File: src/rtl/fir_alu_sched_if.sv
// Stream, coefficient-config and external-ALU signals of fir_alu_sched.
// The slave modport is the FIR block; master is whoever drives it.
interface fir_alu_sched_if #(
  parameter int NTAPS = 8
);
  localparam int AW = $clog2(NTAPS);

  logic          in_valid;
  logic [15:0]   in_data;
  logic          in_ready;
  logic          out_valid;
  logic [31:0]   out_data;
  logic          out_ready;
  logic          cfg_we;
  logic [AW-1:0] cfg_addr;
  logic [15:0]   cfg_data;
  logic [15:0]   alu_a;
  logic [15:0]   alu_b;
  logic [1:0]    alu_op_sel;
  logic [31:0]   alu_result;

  modport master (
    output in_valid, in_data, out_ready, cfg_we, cfg_addr, cfg_data, alu_result,
    input  in_ready, out_valid, out_data, alu_a, alu_b, alu_op_sel
  );

  modport slave (
    input  in_valid, in_data, out_ready, cfg_we, cfg_addr, cfg_data, alu_result,
    output in_ready, out_valid, out_data, alu_a, alu_b, alu_op_sel
  );
endinterface

File: src/rtl/fir_alu_sched.sv
// Sequential FIR: issues one tap product per cycle to an external pipelined
// ALU and accumulates the returned products into a 32-bit wrapping sum.
module fir_alu_sched #(
  parameter int NTAPS   = 8,
  parameter int ALU_LAT = 2
) (
  input  logic           clk,
  input  logic           rst,
  fir_alu_sched_if.slave bus
);
  localparam int AW = $clog2(NTAPS);

  typedef enum logic [1:0] {IDLE, ISSUE, DRAIN, DONE} state_t;

  state_t             state_q, state_d;
  logic [15:0]        x_q    [NTAPS];
  logic [15:0]        x_d    [NTAPS];
  logic [15:0]        coef_q [NTAPS];
  logic [15:0]        coef_d [NTAPS];
  logic [AW-1:0]      tap_q, tap_d;
  logic [31:0]        acc_q, acc_d;
  logic [ALU_LAT-1:0] vld_q, vld_d;
  logic [ALU_LAT-1:0] last_q, last_d;
  logic               out_valid_q, out_valid_d;
  logic [31:0]        out_data_q, out_data_d;
  logic [15:0]        alu_a_q, alu_a_d;
  logic [15:0]        alu_b_q, alu_b_d;
  logic [1:0]         op_q, op_d;
  logic               in_ready_q, in_ready_d;
  logic [31:0]        acc_sum;
  logic               issue;
  logic               issue_last;

  always_comb begin
    state_d     = state_q;
    x_d         = x_q;
    coef_d      = coef_q;
    tap_d       = tap_q;
    acc_d       = acc_q;
    out_valid_d = out_valid_q;
    out_data_d  = out_data_q;
    alu_a_d     = '0;
    alu_b_d     = '0;
    op_d        = 2'b00;
    issue       = 1'b0;
    issue_last  = 1'b0;
    acc_sum     = acc_q + bus.alu_result;

    // The oldest tag marks the cycle in which a tap's product is on alu_result.
    if (vld_q[ALU_LAT-1]) acc_d = acc_sum;

    case (state_q)
      IDLE: begin
        if (bus.cfg_we && (int'(bus.cfg_addr) < NTAPS)) coef_d[bus.cfg_addr] = bus.cfg_data;
        if (bus.in_valid) begin
          for (int unsigned k = 1; k < NTAPS; k++) x_d[k] = x_q[k-1];
          x_d[0]  = bus.in_data;
          acc_d   = '0;
          tap_d   = '0;
          state_d = ISSUE;
        end
      end
      ISSUE: begin
        alu_a_d = x_q[tap_q];
        alu_b_d = coef_q[tap_q];
        op_d    = 2'b01;
        issue   = 1'b1;
        if (tap_q == AW'(NTAPS - 1)) begin
          issue_last = 1'b1;
          state_d    = DRAIN;
        end else begin
          tap_d = tap_q + 1'b1;
        end
      end
      DRAIN: begin
        // Final product arrives with the last tag; publish sum including it.
        if (last_q[ALU_LAT-1]) begin
          out_data_d  = acc_sum;
          out_valid_d = 1'b1;
          state_d     = DONE;
        end
      end
      DONE: begin
        if (bus.out_ready) begin
          out_valid_d = 1'b0;
          state_d     = IDLE;
        end
      end
      default: state_d = IDLE;
    endcase

    vld_d[0]  = issue;
    last_d[0] = issue_last;
    for (int unsigned i = 1; i < ALU_LAT; i++) begin
      vld_d[i]  = vld_q[i-1];
      last_d[i] = last_q[i-1];
    end

    // Registered from next state so in_ready is exactly "state is IDLE".
    in_ready_d = (state_d == IDLE);
  end

  always_ff @(posedge clk or negedge rst) begin
    if (!rst) begin
      state_q     <= IDLE;
      x_q         <= '{default: '0};
      coef_q      <= '{default: '0};
      tap_q       <= '0;
      acc_q       <= '0;
      vld_q       <= '0;
      last_q      <= '0;
      out_valid_q <= 1'b0;
      out_data_q  <= '0;
      alu_a_q     <= '0;
      alu_b_q     <= '0;
      op_q        <= 2'b00;
      in_ready_q  <= 1'b1;
    end else begin
      state_q     <= state_d;
      x_q         <= x_d;
      coef_q      <= coef_d;
      tap_q       <= tap_d;
      acc_q       <= acc_d;
      vld_q       <= vld_d;
      last_q      <= last_d;
      out_valid_q <= out_valid_d;
      out_data_q  <= out_data_d;
      alu_a_q     <= alu_a_d;
      alu_b_q     <= alu_b_d;
      op_q        <= op_d;
      in_ready_q  <= in_ready_d;
    end
  end

  assign bus.in_ready   = in_ready_q;
  assign bus.out_valid  = out_valid_q;
  assign bus.out_data   = out_data_q;
  assign bus.alu_a      = alu_a_q;
  assign bus.alu_b      = alu_b_q;
  assign bus.alu_op_sel = op_q;
endmodule

File: src/flat_wrapper.sv
// flat-port wrapper written by rule: the top's interface ports become plain ports
module fir_alu_sched_flat 
#(
  parameter int NTAPS   = 8,
  parameter int ALU_LAT = 2
)
  (clk, rst, bus_in_valid, bus_in_data, bus_out_ready, bus_cfg_we, bus_cfg_addr, bus_cfg_data, bus_alu_result, bus_in_ready, bus_out_valid, bus_out_data, bus_alu_a, bus_alu_b, bus_alu_op_sel);
  fir_alu_sched_if #(.NTAPS(NTAPS)) bus_i ();
  input  logic clk;
  input  logic rst;
  input wire logic [$bits(bus_i.in_valid)-1:0] bus_in_valid;
  input wire logic [$bits(bus_i.in_data)-1:0] bus_in_data;
  input wire logic [$bits(bus_i.out_ready)-1:0] bus_out_ready;
  input wire logic [$bits(bus_i.cfg_we)-1:0] bus_cfg_we;
  input wire logic [$bits(bus_i.cfg_addr)-1:0] bus_cfg_addr;
  input wire logic [$bits(bus_i.cfg_data)-1:0] bus_cfg_data;
  input wire logic [$bits(bus_i.alu_result)-1:0] bus_alu_result;
  output wire logic [$bits(bus_i.in_ready)-1:0] bus_in_ready;
  output wire logic [$bits(bus_i.out_valid)-1:0] bus_out_valid;
  output wire logic [$bits(bus_i.out_data)-1:0] bus_out_data;
  output wire logic [$bits(bus_i.alu_a)-1:0] bus_alu_a;
  output wire logic [$bits(bus_i.alu_b)-1:0] bus_alu_b;
  output wire logic [$bits(bus_i.alu_op_sel)-1:0] bus_alu_op_sel;
  assign bus_i.in_valid = bus_in_valid;
  assign bus_i.in_data = bus_in_data;
  assign bus_i.out_ready = bus_out_ready;
  assign bus_i.cfg_we = bus_cfg_we;
  assign bus_i.cfg_addr = bus_cfg_addr;
  assign bus_i.cfg_data = bus_cfg_data;
  assign bus_i.alu_result = bus_alu_result;
  assign bus_in_ready = bus_i.in_ready;
  assign bus_out_valid = bus_i.out_valid;
  assign bus_out_data = bus_i.out_data;
  assign bus_alu_a = bus_i.alu_a;
  assign bus_alu_b = bus_i.alu_b;
  assign bus_alu_op_sel = bus_i.alu_op_sel;
  fir_alu_sched #(.NTAPS(NTAPS), .ALU_LAT(ALU_LAT)) u_core (.clk(clk), .rst(rst), .bus(bus_i));
endmodule
File: config.mk
export PLATFORM = sky130hd
export DESIGN_NAME = fir_alu_sched_flat
export DESIGN_NICKNAME = d
export VERILOG_FILES = /design/src/rtl/fir_alu_sched_if.sv /design/src/rtl/fir_alu_sched.sv /design/src/flat_wrapper.sv
export SDC_FILE = /design/constraint.sdc
export NUM_CORES = 1
export LEC_CHECK = 0
export CAP_MARGIN = 20
export CELL_PAD_IN_SITES_DETAIL_PLACEMENT = 0
export CELL_PAD_IN_SITES_GLOBAL_PLACEMENT = 1
export CORE_ASPECT_RATIO = 1.25
export CORE_UTILIZATION = 47
export DETAILED_ROUTE_END_ITERATION = 10
export GPL_TIMING_DRIVEN = 0
export PLACE_DENSITY_LB_ADDON = 0.2
export SYNTH_ARGS = -nofsm -noshare
export SYNTH_HDL_FRONTEND = slang
export SYNTH_SLANG_ARGS = --single-unit
File: constraint.sdc
create_clock -name clk -period 3.1 [get_ports clk]
set_input_delay 0.62 -clock clk [delete_from_list [all_inputs] [get_ports clk]]
set_output_delay 0.62 -clock clk [all_outputs]
set_load 0.01 [all_outputs]
=== Word-level counts from Yosys, hierarchy flattened ===
Index checks and enable logic that the tools add are counted.

* Register bits: 364
* Logic and storage cells: 81
* Input bits: 72

* Add/subtract/negate cells: 2
* Equal/unequal tests: 8
* Bitwise operators: 2
* Muxes and demuxes: 29
* $lt $le $gt $ge: 3
* Reductions and logical operators: 10

{| class="wikitable"
|+ Operators with widths
! kind !! count
|-
| $bwmux 128 || 1
|-
| $mux 16 || 7
|-
| $bmux 16 s3 || 2
|-
| $mux 32 || 3
|-
| $demux 16 s3 || 1
|-
| $add 32x32->32 || 1
|-
| $ge 4x4->1 const B || 2
|-
| $mux 2 || 4
|-
| $not 3->4 || 2
|-
| $pmux 2 s4 || 1
|-
| $mux 1 || 6
|-
| $mux 3 || 2
|-
| $ne 2x2->1 const B || 3
|-
| $pmux 3 s2 || 1
|-
| $reduce_and 2->1 || 3
|-
| $reduce_and 3->1 || 2
|-
| $eq 2x2->1 const B || 2
|-
| $logic_not 2->1 || 2
|-
| $lt 4x1->1 const B || 1
|-
| $reduce_bool 2->1 || 2
|-
| $add 3x1->3 const B || 1
|-
| $eq 3x3->1 const B || 1
|-
| $eq 2x1->1 const B || 1
|-
| $ne 2x1->1 const B || 1
|-
| 2 further kinds || 2
|}

=== Logic depth before layout (Yosys ltp) ===
* Depth after elaboration: 6
* Depth in mapped cells: 13
* Depth with buffers taken out: 13

=== Worst setup path after synthesis ===
Ideal clock, no wire load.

* Path kind: input port to flip-flop
* From: input port bus_alu_result[6]
* To: register u_core.acc_q[29]
* Slack: -0.002 ns
* Cell stages on the path: 11
* Setup time: 0.122 ns
* Arrival: 2.979 ns
* Buffers on the path: 0
* Cells stage by stage: ha_1 > and3_4 > nor2b_4 > a311oi_2 > a211o_1 > or3b_1 > a221o_1 > a21oi_2 > o31a_2 > nor3b_2 > nor3_2

* Longest elaborated chain between the ends: 4

{| class="wikitable"
|+ Ends and longest elaborated chain
! element !! line !! text
|-
| start, declared || flat_wrapper.sv:17 || <nowiki>input wire logic [$bits(bus_i.alu_result)-1:0] bus_alu_result;</nowiki>
|-
| $add 32x32->32 (*) || fir_alu_sched.sv:47 || <nowiki>acc_sum = acc_q + bus.alu_result;</nowiki>
|-
| $mux 32 (*) || fir_alu_sched.sv:50 || <nowiki>if (vld_q[ALU_LAT-1]) acc_d = acc_sum;</nowiki>
|-
| $mux 32 || fir_alu_sched.sv:55 || <nowiki>if (bus.in_valid) begin</nowiki>
|-
| $mux 32 (*) || fir_alu_sched.sv:52 || <nowiki>case (state_q)</nowiki>
|-
| named net u_core.acc_d[29] || fir_alu_sched.sv:21 || <nowiki>logic [31:0] acc_q, acc_d;</nowiki>
|-
| end signal, assigned || fir_alu_sched.sv:109 || <nowiki>acc_q <= '0;</nowiki>
|-
| end signal, assigned || fir_alu_sched.sv:123 || <nowiki>acc_q <= acc_d;</nowiki>
|-
| end, declared || fir_alu_sched.sv:21 ||
|}

The timed path passes the listed nets; every way through them passes the cells marked *.
A chain may end at the register's enable or synchronous reset.

=== Final worst setup path ===
* From: input port bus_alu_result[4]
* To: register u_core.out_data_q[29] (netlist: u_core.bus.out_data[29])

* Longest elaborated chain between the ends: 1

{| class="wikitable"
|+ Ends and longest elaborated chain
! element !! line !! text
|-
| $add 32x32->32 || fir_alu_sched.sv:47 ||
|-
| end signal, assigned || fir_alu_sched.sv:127 || <nowiki>out_data_q <= out_data_d;</nowiki>
|-
| end, declared || fir_alu_sched.sv:25 || <nowiki>logic [31:0] out_data_q, out_data_d;</nowiki>
|}

No other way between the ends.

==> load_flow_metrics.sql <==
INSERT INTO impl_metrics (metric_group, metric, value, unit) VALUES
('run_status', 'outcome', 'finished, final reports clean', ''),
('drt', 'vias', '11400', ''),
('grt', 'first_global_vias', '11600', ''),
('synth', 'number_of_warnings_issued_by_yosys', '0', ''),
('synth', 'synth_area', '0.0168', 'mm^2'),
('synth', 'synth_edf_count', '0', ''),
('drt', 'antenna_left', '0', ''),
('timing', 'fin_worst_skew', '13.3', 'ps'),
('timing', 'fmax', '0.326', 'GHz'),
('cells_and_area', 'post_route_cells_drive_above_1_share', '0.199', ''),
('critical_path', 'cp-start-kind', 'input port', ''),
('cells_and_area', 'number_of_standard_cells_in_the_layout_taps_in_and_fillers_out', '2149', ''),
('synth', 'number_of_synthesized_register_bits', '363', ''),
('clocking', 'clock_path_buffers', '3', ''),
('job', 'maxCapViolCount', '0', ''),
('die', 'start_util', '0.476', ''),
('hold_path', 'path_type_of_the_worst_min_delay_path', 'input port to asynchronous set/reset pin', ''),
('grt', 'grt-ovfl-total', '0', ''),
('power', 'combPwrFrac', '0.410', ''),
('power', 'cellPowerDensity', '1020', 'mW/mm^2'),
('timing', 'post-route-period-util', '0.991', ''),
('cells_and_area', 'antenna_cells_inserted', '0', ''),
('timing', 'maxSlewHeadroom', '0.384', ''),
('grt', 'grt_first_pass_wirelength', '63700', 'um'),
('placed_design', 'placement.io_buffers', '138', ''),
('critical_path', 'cp-startpoint', 'bus_alu_result[4]', ''),
('synth', 'seq_total_area_yosys', '0.540', ''),
('critical_path', 'worstSetupPathType', 'input port to flip-flop', ''),
('clocking', 'cts_root_buffer', 'clkbuf_16', ''),
('timing', 'max_slew.worst_pin.slew', '924', 'ps'),
('drt', 'routedWlPerCell', '18.7', 'um'),
('power', 'power.switching_fraction', '0.348', ''),
('power', 'power.clock.fraction', '0.219', ''),
('timing', 'final.setup.tns', '0', 'ps'),
('timing', 'timing.final.crit_period', '3070', 'ps'),
('synth', 'synth-main-ff-cell', 'dfrtp_1', ''),
('timing', 'grt_setup_unrepaired', 'yes', ''),
('synth', 'mappedNetlistNets', '1561', ''),
('synth', 'netlist_instances', '1455', ''),
('clocking', 'cts.reportedPaths.clkPinSlew', '60', 'ps'),
('die', 'ioPinCount', '140', ''),
('grt', 'grt.total_usage', '0.228', ''),
('die', 'die_width', '171', 'um'),
('critical_path', 'crit_path_end_kind', 'flip-flop', ''),
('critical_path', 'r2r.worst_path.cells', '11', ''),
('die', 'core_area', '0.0354', 'mm^2'),
('cells_and_area', 'filler_cell_count', '3088', ''),
('drt', 'detail_route.vias_per_cell', '5.30', ''),
('die', 'die_height', '214', 'um'),
('critical_path', 'r2r_path_end', 'u_core.bus.out_data[29]', ''),
('critical_path', 'endpoint_required_time_on_the_critical_path', '3490', 'ps'),
('drt', 'drt-total-wl', '40100', 'um'),
('drt', 'drt_first_pass_iters', '5', ''),
('power', 'internal-power', '13.6', 'mW'),
('power', 'power.static_leakage', '9.76', 'nW'),
('timing', 'report.final.setup_viol', '0', ''),
('die', 'design.die.area', '0.0366', 'mm^2'),
('placed_design', 'dp_hpwl', '27300', 'um'),
('critical_path', 'rr_startpoint', 'u_core.acc_q[1]', ''),
('cells_and_area', 'final_nets', '1757', ''),
('die', 'std_cell_rows', '77', ''),
('drt', 'drtIter0Drc', '673', ''),
('grt', 'pin_count_of_the_biggest_net_entering_global_routing', '124', ''),
('synth', 'syn_area_per_cell', '11.6', 'um^2'),
('clocking', 'clk-insertion-delay-late', '530', 'ps'),
('power', 'total_switching_power', '7.27', 'mW'),
('critical_path', 'critPathMaxFanout', '3', ''),
('timing', 'finalHoldViolations', '0', ''),
('critical_path', 'crit_end', 'u_core.bus.out_data[29]', ''),
('clocking', 'cts.htree.levels', '2', ''),
('synth', 'synth-async-reset-ratio', '1.00', ''),
('placed_design', 'dp_cells', '2070', ''),
('critical_path', 'register_to_register_setup_slack', '80', 'ps'),
('critical_path', 'cp.arrival', '3460', 'ps'),
('power', 'finalPower', '20.9', 'mW'),
('timing', 'slew_viol_final', '0', ''),
('power', 'irDropWorstVdd', '0.588', 'mV'),
('drt', 'post-route-drc-count', '0', ''),
('clocking', 'numClockSinks', '363', ''),
('placed_design', 'globalplace.congestion', '0.822', ''),
('clocking', 'cts_tree', 'done', ''),
('clocking', 'total_of_hold_buffers_inserted_after_clock_tree_synthesis', '0', ''),
('power', 'power.share.sequential', '0.371', ''),
('cells_and_area', 'area.growth.synth_to_final', '21.5', '%'),
('clocking', 'cts_inserted_buffers', '39', ''),
('grt', 'antenna_found_initial', '0', ''),
('synth', 'synth.distinct_cells', '62', '');
## placed cells by master (no fill, tap or decap), types with 10 or more instances in the layout
cell             count
a21oi_1             25
clkbuf_16           39
mux4_2              64
o21ai_0             20
a21o_1              19
mux2i_1             57
clkbuf_1            74
ha_1                23
nor2_1              77
mux2_2             154
buf_1               12
clkdlybuf4s50_1    131
clkbuf_8            10
dfrtp_1            362
xnor2_1             18
buf_4               13
nand2_1            418
## synth_stat cells (3+ instances only)
cell type | number | share of area
a21oi_1 | 29 | 0.0086
dfrtp_1 | 362 | 0.54
o21ai_1 | 4 | 0.0012
nand3b_1 | 3 | 0.0013
nor2_1 | 78 | 0.017
o31ai_1 | 3 | 0.0013
ha_1 | 33 | 0.025
buf_1 | 12 | 0.0027
o21a_1 | 3 | 0.0013
mux4_2 | 64 | 0.086
a22o_1 | 5 | 0.0026
nand3_1 | 9 | 0.0027
nand4_1 | 4 | 0.0015
a21o_1 | 19 | 0.0085
nor3_1 | 6 | 0.0018
xnor2_1 | 18 | 0.0094
clkbuf_1 | 66 | 0.015
mux2i_1 | 57 | 0.034
or3_1 | 4 | 0.0015
nand2b_1 | 4 | 0.0015
nor2b_1 | 7 | 0.0026
and2_1 | 3 | 0.0011
nand2_1 | 418 | 0.093
inv_1 | 10 | 0.0022
o21ai_0 | 21 | 0.0062
xor2_1 | 9 | 0.0047
mux2_2 | 154 | 0.10
and3_1 | 9 | 0.0033
## cells by family after synthesis
kind of cell    synth area share
compound gates            0.0438
mux                        0.223
xor+xnor                  0.0141
other cells             0.000223
simple gates               0.133
flops                      0.540
buf+inv                   0.0210
fa+ha+maj                 0.0257
## power groups by stage
stage | Combinational [mW] | Clock [mW] | Sequential (mW)
finish | 8.56 | 4.57 | 7.75
floorplan | 5.87 | 0 | 7.55
global route | 9.45 | 4.87 | 7.97
global placement | 8.07 | 0 | 7.73
CTS | 8.51 | 4.68 | 7.73
detailed placement | 8.25 | 0 | 7.77
## metal layers
| metal | vias to the layer above | part of all wire | global-route usage | routed length, um |
|---|---|---|---|---|
| li1 | 5380 | - | - | - |
| met1 | 5744 | 0.45 | 0.303 | 18000 |
| met2 | 189 | 0.49 | 0.389 | 19800 |
| met3 | 68 | 0.033 | 0.0308 | 1340 |
| met4 | 0 | 0.024 | 0.0699 | 974 |
| met5 | - | 0 | 0 | 0 |
## timing repair
action	in CTS	in global routing
pin swaps	14	11
setup endpoints to repair	21	17
resized for setup	22	12
setup buffers	8	3
## sequential cells by signal, indices dropped and copies added, names as in the netlist
signal                count
u_core.bus.alu_a         16
u_core.bus.out_valid      1
u_core.acc_q             32
u_core.bus.alu_b         16
u_core.bus.out_data      32
u_core.last_q             2
u_core.bus.in_ready       1
u_core.coef_q           128
u_core.tap_q              3
u_core.x_q              128
u_core.vld_q              2
u_core.state_q            2
## through the flow
stage	util	cell area (um^2)	worst slack (ps)	hold slack, ps
6_report	0.578	20400	29.1	43.8
3_3_place_gp	0.532	18800	-14580	333
4_1_cts	0.575	20300	4.91	47.2
3_5_place_dp	0.535	18900	-1010	337
5_1_grt	0.578	20400	-14.1	68.7
2_1_floorplan	-	16800	8.65	324
## worst max-delay path, cell delays in order
cell	delay (ps)
clkdlybuf4s50_1	520
ha_1	270
inv_2	90
o22ai_2	100
a311oi_2	320
a211o_1	220
or3b_4	390
a221o_1	330
a21oi_2	160
o31a_2	180
xor2_2	170
o21ai_1	90
## how the worst min path moves through the flow
| stage | startpoint | to | slack (ps) |
|---|---|---|---|
| floorplan | rst | u_core.acc_q[0] | 320 |
| global placement | u_core.last_q[0] | u_core.last_q[1] | 330 |
| detailed placement | u_core.last_q[0] | u_core.last_q[1] | 340 |
| CTS | rst | u_core.bus.out_data[19] | 50 |
| global route | rst | u_core.bus.out_data[19] | 70 |
| finish | rst | u_core.bus.out_data[18] | 40 |
## area by class of cell
class / count / area (um^2) / share of cell area
Buffer: 81 / 313 / 0.0153
Clock buffer: 57 / 1140 / 0.0559
Clock inverter: 8 / 97.6 / 0.00477
Inverter: 11 / 41.3 / 0.00202
Multi-Input combinational cell: 1000 / 7570 / 0.370
Sequential cell: 363 / 9080 / 0.444
Tap cell: 474 / 593 / 0.0290
Timing Repair Buffer: 155 / 1600 / 0.0781
No activity file was read; power rests on OpenSTA's default activity.
